[src/rtl/seg_mux_pkg.sv]
// Shared constants for the seven-segment display bus receiver: digit selects,
// legal segment codes, FSM encoding and the BCD-to-binary helper.
package seg_mux_pkg;

    localparam logic [2:0] DSEL_U     = 3'b110;
    localparam logic [2:0] DSEL_T     = 3'b101;
    localparam logic [2:0] DSEL_H     = 3'b011;
    localparam logic [2:0] DSEL_BLANK = 3'b111;

    // Segment order is {g,f,e,d,c,b,a}, active-high
    localparam logic [6:0] SEG_0 = 7'h3F;
    localparam logic [6:0] SEG_1 = 7'h06;
    localparam logic [6:0] SEG_2 = 7'h5B;
    localparam logic [6:0] SEG_3 = 7'h4F;
    localparam logic [6:0] SEG_4 = 7'h66;
    localparam logic [6:0] SEG_5 = 7'h6D;
    localparam logic [6:0] SEG_6 = 7'h7D;
    localparam logic [6:0] SEG_7 = 7'h07;
    localparam logic [6:0] SEG_8 = 7'h7F;
    localparam logic [6:0] SEG_9 = 7'h6F;

    typedef enum logic [1:0] {
        WAIT_U = 2'd0,
        GOT_U  = 2'd1,
        GOT_T  = 2'd2
    } state_t;

    function automatic logic [9:0] bcd3_to_bin(input logic [3:0] h,
                                               input logic [3:0] t,
                                               input logic [3:0] u);
        return ({6'd0, h} * 10'd100) + ({6'd0, t} * 10'd10) + {6'd0, u};
    endfunction

endpackage

[src/rtl/seg7_decode.sv]
// Combinational seven-segment to BCD decoder; code_ok is low for any pattern
// that is not one of the ten digit glyphs.
module seg7_decode
    import seg_mux_pkg::*;
(
    input  logic [6:0] seg,
    output logic [3:0] bcd,
    output logic       code_ok
);

    always_comb begin
        bcd     = 4'd0;
        code_ok = 1'b1;
        case (seg)
            SEG_0:   bcd = 4'd0;
            SEG_1:   bcd = 4'd1;
            SEG_2:   bcd = 4'd2;
            SEG_3:   bcd = 4'd3;
            SEG_4:   bcd = 4'd4;
            SEG_5:   bcd = 4'd5;
            SEG_6:   bcd = 4'd6;
            SEG_7:   bcd = 4'd7;
            SEG_8:   bcd = 4'd8;
            SEG_9:   bcd = 4'd9;
            default: code_ok = 1'b0;
        endcase
    end

endmodule

[src/rtl/seg_mux_rx.sv]
// Receiver for the multiplexed 3-digit display bus: rebuilds units/tens/hundreds
// from the dsel/seg lines and publishes each complete, legal frame.
module seg_mux_rx
    import seg_mux_pkg::*;
#(
    parameter int SETTLE         = 1,
    parameter bit SEG_ACTIVE_LOW = 1'b0
) (
    input  logic       clk,
    input  logic       rst_n,
    input  logic [2:0] dsel,
    input  logic [6:0] seg,
    output logic [3:0] units,
    output logic [3:0] tens,
    output logic [3:0] hundreds,
    output logic [9:0] value,
    output logic       frame_valid,
    output logic       frame_err
);

    localparam logic [3:0] SETTLE_C = 4'(SETTLE);

    function automatic logic [3:0] sat_inc(input logic [3:0] c);
        return (c >= SETTLE_C) ? SETTLE_C : c + 4'd1;
    endfunction

    logic [2:0] dsel_q, dsel_prev_q;
    logic [6:0] seg_q, seg_prev_q;
    logic       first_q;
    logic [3:0] cnt_q, cnt_d;
    logic       load, strobe;

    // Input capture: everything downstream works on the registered copy
    always_ff @(posedge clk or negedge rst_n) begin
        if (!rst_n) begin
            dsel_q      <= DSEL_BLANK;
            seg_q       <= 7'd0;
            dsel_prev_q <= DSEL_BLANK;
            seg_prev_q  <= 7'd0;
            first_q     <= 1'b1;
            cnt_q       <= 4'd0;
        end else begin
            dsel_q      <= dsel;
            seg_q       <= seg;
            dsel_prev_q <= dsel_q;
            seg_prev_q  <= seg_q;
            first_q     <= 1'b0;
            cnt_q       <= cnt_d;
        end
    end

    // Strobe once per dwell, on the cycle the count first reaches SETTLE
    assign load   = first_q || (dsel_q != dsel_prev_q) || (seg_q != seg_prev_q);
    assign cnt_d  = load ? 4'd1 : sat_inc(cnt_q);
    assign strobe = (cnt_d == SETTLE_C) && (load || (cnt_q != SETTLE_C));

    logic [6:0] seg_pos;
    logic [3:0] bcd;
    logic       code_ok;

    assign seg_pos = seg_q ^ {7{SEG_ACTIVE_LOW}};

    seg7_decode u_dec (
        .seg     (seg_pos),
        .bcd     (bcd),
        .code_ok (code_ok)
    );

    logic sel_u, sel_t, sel_h, sel_blank, sel_bad;

    assign sel_u     = (dsel_q == DSEL_U);
    assign sel_t     = (dsel_q == DSEL_T);
    assign sel_h     = (dsel_q == DSEL_H);
    assign sel_blank = (dsel_q == DSEL_BLANK);
    assign sel_bad   = !(sel_u || sel_t || sel_h || sel_blank);

    state_t     state_q;
    logic [3:0] units_buf_q, tens_buf_q;
    logic [3:0] units_q, tens_q, hundreds_q;
    logic [9:0] value_q;
    logic       frame_valid_q, frame_err_q;

    // Frame FSM: only legal, non-blank strobes advance it
    always_ff @(posedge clk or negedge rst_n) begin
        if (!rst_n) begin
            state_q       <= WAIT_U;
            units_buf_q   <= 4'd0;
            tens_buf_q    <= 4'd0;
            units_q       <= 4'd0;
            tens_q        <= 4'd0;
            hundreds_q    <= 4'd0;
            value_q       <= 10'd0;
            frame_valid_q <= 1'b0;
            frame_err_q   <= 1'b0;
        end else begin
            frame_valid_q <= 1'b0;
            frame_err_q   <= 1'b0;
            if (strobe && !sel_blank) begin
                if (sel_bad || !code_ok) begin
                    frame_err_q <= 1'b1;
                    state_q     <= WAIT_U;
                end else begin
                    case (state_q)
                        WAIT_U: begin
                            // T/H seen while hunting for a frame start are not errors
                            if (sel_u) begin
                                units_buf_q <= bcd;
                                state_q     <= GOT_U;
                            end
                        end
                        GOT_U: begin
                            if (sel_t) begin
                                tens_buf_q <= bcd;
                                state_q    <= GOT_T;
                            end else begin
                                frame_err_q <= 1'b1;
                                state_q     <= WAIT_U;
                            end
                        end
                        GOT_T: begin
                            if (sel_h) begin
                                units_q       <= units_buf_q;
                                tens_q        <= tens_buf_q;
                                hundreds_q    <= bcd;
                                value_q       <= bcd3_to_bin(bcd, tens_buf_q, units_buf_q);
                                frame_valid_q <= 1'b1;
                            end else begin
                                frame_err_q <= 1'b1;
                            end
                            state_q <= WAIT_U;
                        end
                        default: state_q <= WAIT_U;
                    endcase
                end
            end
        end
    end

    assign units       = units_q;
    assign tens        = tens_q;
    assign hundreds    = hundreds_q;
    assign value       = value_q;
    assign frame_valid = frame_valid_q;
    assign frame_err   = frame_err_q;

endmodule
[config.mk]
export PLATFORM = sky130hd
export DESIGN_NAME = seg_mux_rx
export DESIGN_NICKNAME = d
export VERILOG_FILES = /design/src/rtl/seg_mux_pkg.sv /design/src/rtl/seg7_decode.sv /design/src/rtl/seg_mux_rx.sv
export SDC_FILE = /design/constraint.sdc
export NUM_CORES = 1
export LEC_CHECK = 0
export CORE_ASPECT_RATIO = 1.2
export CORE_UTILIZATION = 40
export CTS_CLUSTER_SIZE = 16
export DETAILED_ROUTE_END_ITERATION = 10
export MAX_ROUTING_LAYER = met4
export PLACE_DENSITY = 0.58
export SYNTH_ARGS = -nofsm -noshare
export SYNTH_HDL_FRONTEND = slang
export SYNTH_SLANG_ARGS = --single-unit
[constraint.sdc]
create_clock -name clk -period 5.1 [get_ports clk]
set_input_delay 0.765 -clock clk [delete_from_list [all_inputs] [get_ports clk]]
set_output_delay 0.765 -clock clk [all_outputs]
set_load 0.005 [all_outputs]
==> results.toml <==
[outcome]
status = "finished clean"

[route]
drc = 0
ant_nets = 0
vias = 1975
firstDrtPassIters = 4
wl_um = 5470
viasPerCell = 5.01
routedWlPerCell_um = 13.9
drtIter0Drc = 73

[synth]
synth_seq_area_share_pct = 46.2
yosysUniqueCellTypes = 52
syn_area_sq_um = 3160
synthCells = 258
synth-warning-count = 0
ys_ff_latch = 58
synth_most_common_cell = "dfrtp_1"
postSynth.asyncResetShare_pct = 100
yosysTopAreaCell = "dfrtp_1"
synthTopCellsByArea = "dfrtp_1 40%, ha_1 12%, mux2_2 6.1%"
synth_common_cells = "51 x dfrtp_1, 30 x ha_1, 21 x inv_1"
syn_area_per_cell_sq_um = 12.2
yosysTopAreaCellShare_pct = 40.4
yosys_most_used_dff = "dfrtp_1"
synth-edff-count = 0

[clock_network]
clk_pin_slew_worst_paths_ns = 0.07
cts_buffers = 9
tritoncts = "yes"
cts_resized = 0
h-tree-depth = 3
postCtsSetupRepairBufs = 0
insertion_delay_ns = 0.33
cts_hold_buf = 0
cts_root_buf = "clkbuf_8"
cts.sinks = 58
clk_path_buf_depth = 2

[floorplanning]
num_rows = 35
ioPinCount = 36
fp.dieArea_sq_um = 8260
start_util_pct = 41.2
fp.coreArea_sq_um = 7660
die_w_um = 83.1
die_y_um = 99.3

[power_and_ir_drop]
powerDensity_nw_per_um2 = 287
power.leakage_nw = 1.83
peakVddDrop_uv = 161

[global_routing]
grt_usage_pct = 15.2
grt_overflow_total = 0
grt_pass1_vias = 2006
grt_pass1_wl_um = 9450
grt_max_degree = 59
antenna_found_initial = 0

[placement]
io_buffers = 35
hpwl_um = 3960
routabilityCongestion = 0.812
placed_cells = 378

[layout]
area_growth_pct = 21.6
drive_gt1_share_pct = 18.2
nets = 344
antennaDiodeCount = 0
fillers = 672
fin_cells = 394

[timing]
setup_violations = 0
finalHoldViolations = 0
rsz0062_at_grt = "no"
slew_headroom_pct = 29.9
tightest_slew_ns = 1.05
final.setup_skew_ns = 0.00872
min_period_ns = 3.93
finalSetupTns_ns = 0
slew_violations = 0
post-route-period-util_pct = 77.1
clock.fmax_mhz = 254

[critical_path]
cp-start-kind = "register"
arrival_ns = 4.20
crit_path_end_kind = "register"
worstPathMaxFanout = 9
critPathRequiredTime_ns = 5.37
worstSetupPathType = "register to register"

[run]
maxCapViolCount = 0

[hold_path]
hold_class = "register to register"
==> power breakdown <==
group          switching, mW  leakage (nW)  internal (mW)  total (mW)
logic                 0.0269         0.951         0.0231      0.0501
clock network          0.180         0.134          0.387       0.567
registers             0.0120         0.742          0.472       0.484
==> sequential cells by signal, summed over array words and instances (netlist names), 4 cells and up <==
register     count
units_buf_q      4
hundreds         4
cnt_q            4
tens_buf_q       4
value            9
seg_prev_q       7
tens             4
units            4
seg_pos          7
==> layout by cell type (no fill, tap or decap), drive strengths merged, types with 3 or more instances in the layout <==
master | synthesis | layout
dfrtp | 51 | 51
nor2b | 5 | 5
mux2 | 29 | 29
clkdlybuf4s50 | 0 | 34
nor3 | 7 | 7
or3 | 3 | 3
nand2 | 10 | 10
nand3 | 8 | 8
clkbuf | 2 | 11
dfstp | 7 | 7
a21oi | 9 | 9
nor2 | 8 | 8
bufinv | 0 | 4
inv | 21 | 21
xor2 | 15 | 15
ha | 30 | 30
o21ai | 4 | 4
fa | 5 | 5
xnor2 | 5 | 5
==> layout make-up <==
class,instances,area [sq um],share of cell area [%]
well taps,92,115,3.00
clock inverters,5,125,3.26
repair buffers,36,353,9.19
multi-input cells,171,1570,40.8
flip-flops and latches,58,1460,38.0
inverters,21,78.8,2.05
clock buffers,11,141,3.68
==> layer usage <==
| metal | up-vias | GRT usage, % | part of all wire, % |
|---|---|---|---|
| li1 | 972 | - | - |
| met5 | - | - | 0 |
| met3 | 7 | 3.82 | 2.8 |
| met2 | 33 | 25.7 | 52 |
| met4 | 0 | 6.37 | 1.4 |
| met1 | 963 | 17.3 | 44 |
==> critical path: stages (launching register included) <==
cell and delay (ns):
dfrtp_1 0.46, or3_1 0.43, a21oi_1 0.46, ha_1 0.33, ha_1 0.23, fa_1 0.44
ha_1 0.31, ha_1 0.37, or4b_2 0.59, o2111ai_1 0.11, mux2_1 0.15
==> metrics by stage <==
stage	setup WS [ns]	util (%)	area, sq um	power (mW)	hold WS [ns]
after global placement	1.21	46.6	3570	0.543	0.408
after floorplan	1.43	-	3160	0.519	0.349
after global routing	0.983	50.1	3840	1.14	0.425
after CTS	1.15	50.1	3840	1.12	0.421
after detailed placement	1.17	46.6	3570	0.544	0.410
final	1.17	50.1	3840	1.10	0.420
==> kinds of logic after synthesis <==
kind of cell             count (synthesis)  share of synthesized area, %
flip-flops                              58                          46.2
XOR/XNOR                                20                          5.55
buffers and inverters                   30                          4.28
adder cells (fa/ha/maj)                 35                          15.1
AND/OR/NAND/NOR                         55                          10.8
other                                    1                         0.119
multiplexers                            29                          10.8
AO/OA/AOI/OAI                           30                          7.17
==> worst paths after layout <==
kind / start / to / slack (ns) / depth (start not counted)
setup / recovery: seg_pos[5]$_DFF_PN0_ / value[8]$_DFFE_PN0P_ / 1.17 / 10
hold / removal: dsel_q[1]$_DFF_PN1_ / dsel_prev_q[1]$_DFF_PN1_ / 0.42 / 0
setup reg to reg: seg_pos[5]$_DFF_PN0_ / value[8]$_DFFE_PN0P_ / 1.17 / 10
hold reg to reg: dsel_q[1]$_DFF_PN1_ / dsel_prev_q[1]$_DFF_PN1_ / 0.42 / 0
max in group asynchronous: rst_n / cnt_q[1]$_DFF_PN0_ / 4.03 / 2
min in group asynchronous: rst_n / value[7]$_DFFE_PN0P_ / 0.57 / 2
(Power assumes the default switching activity.)
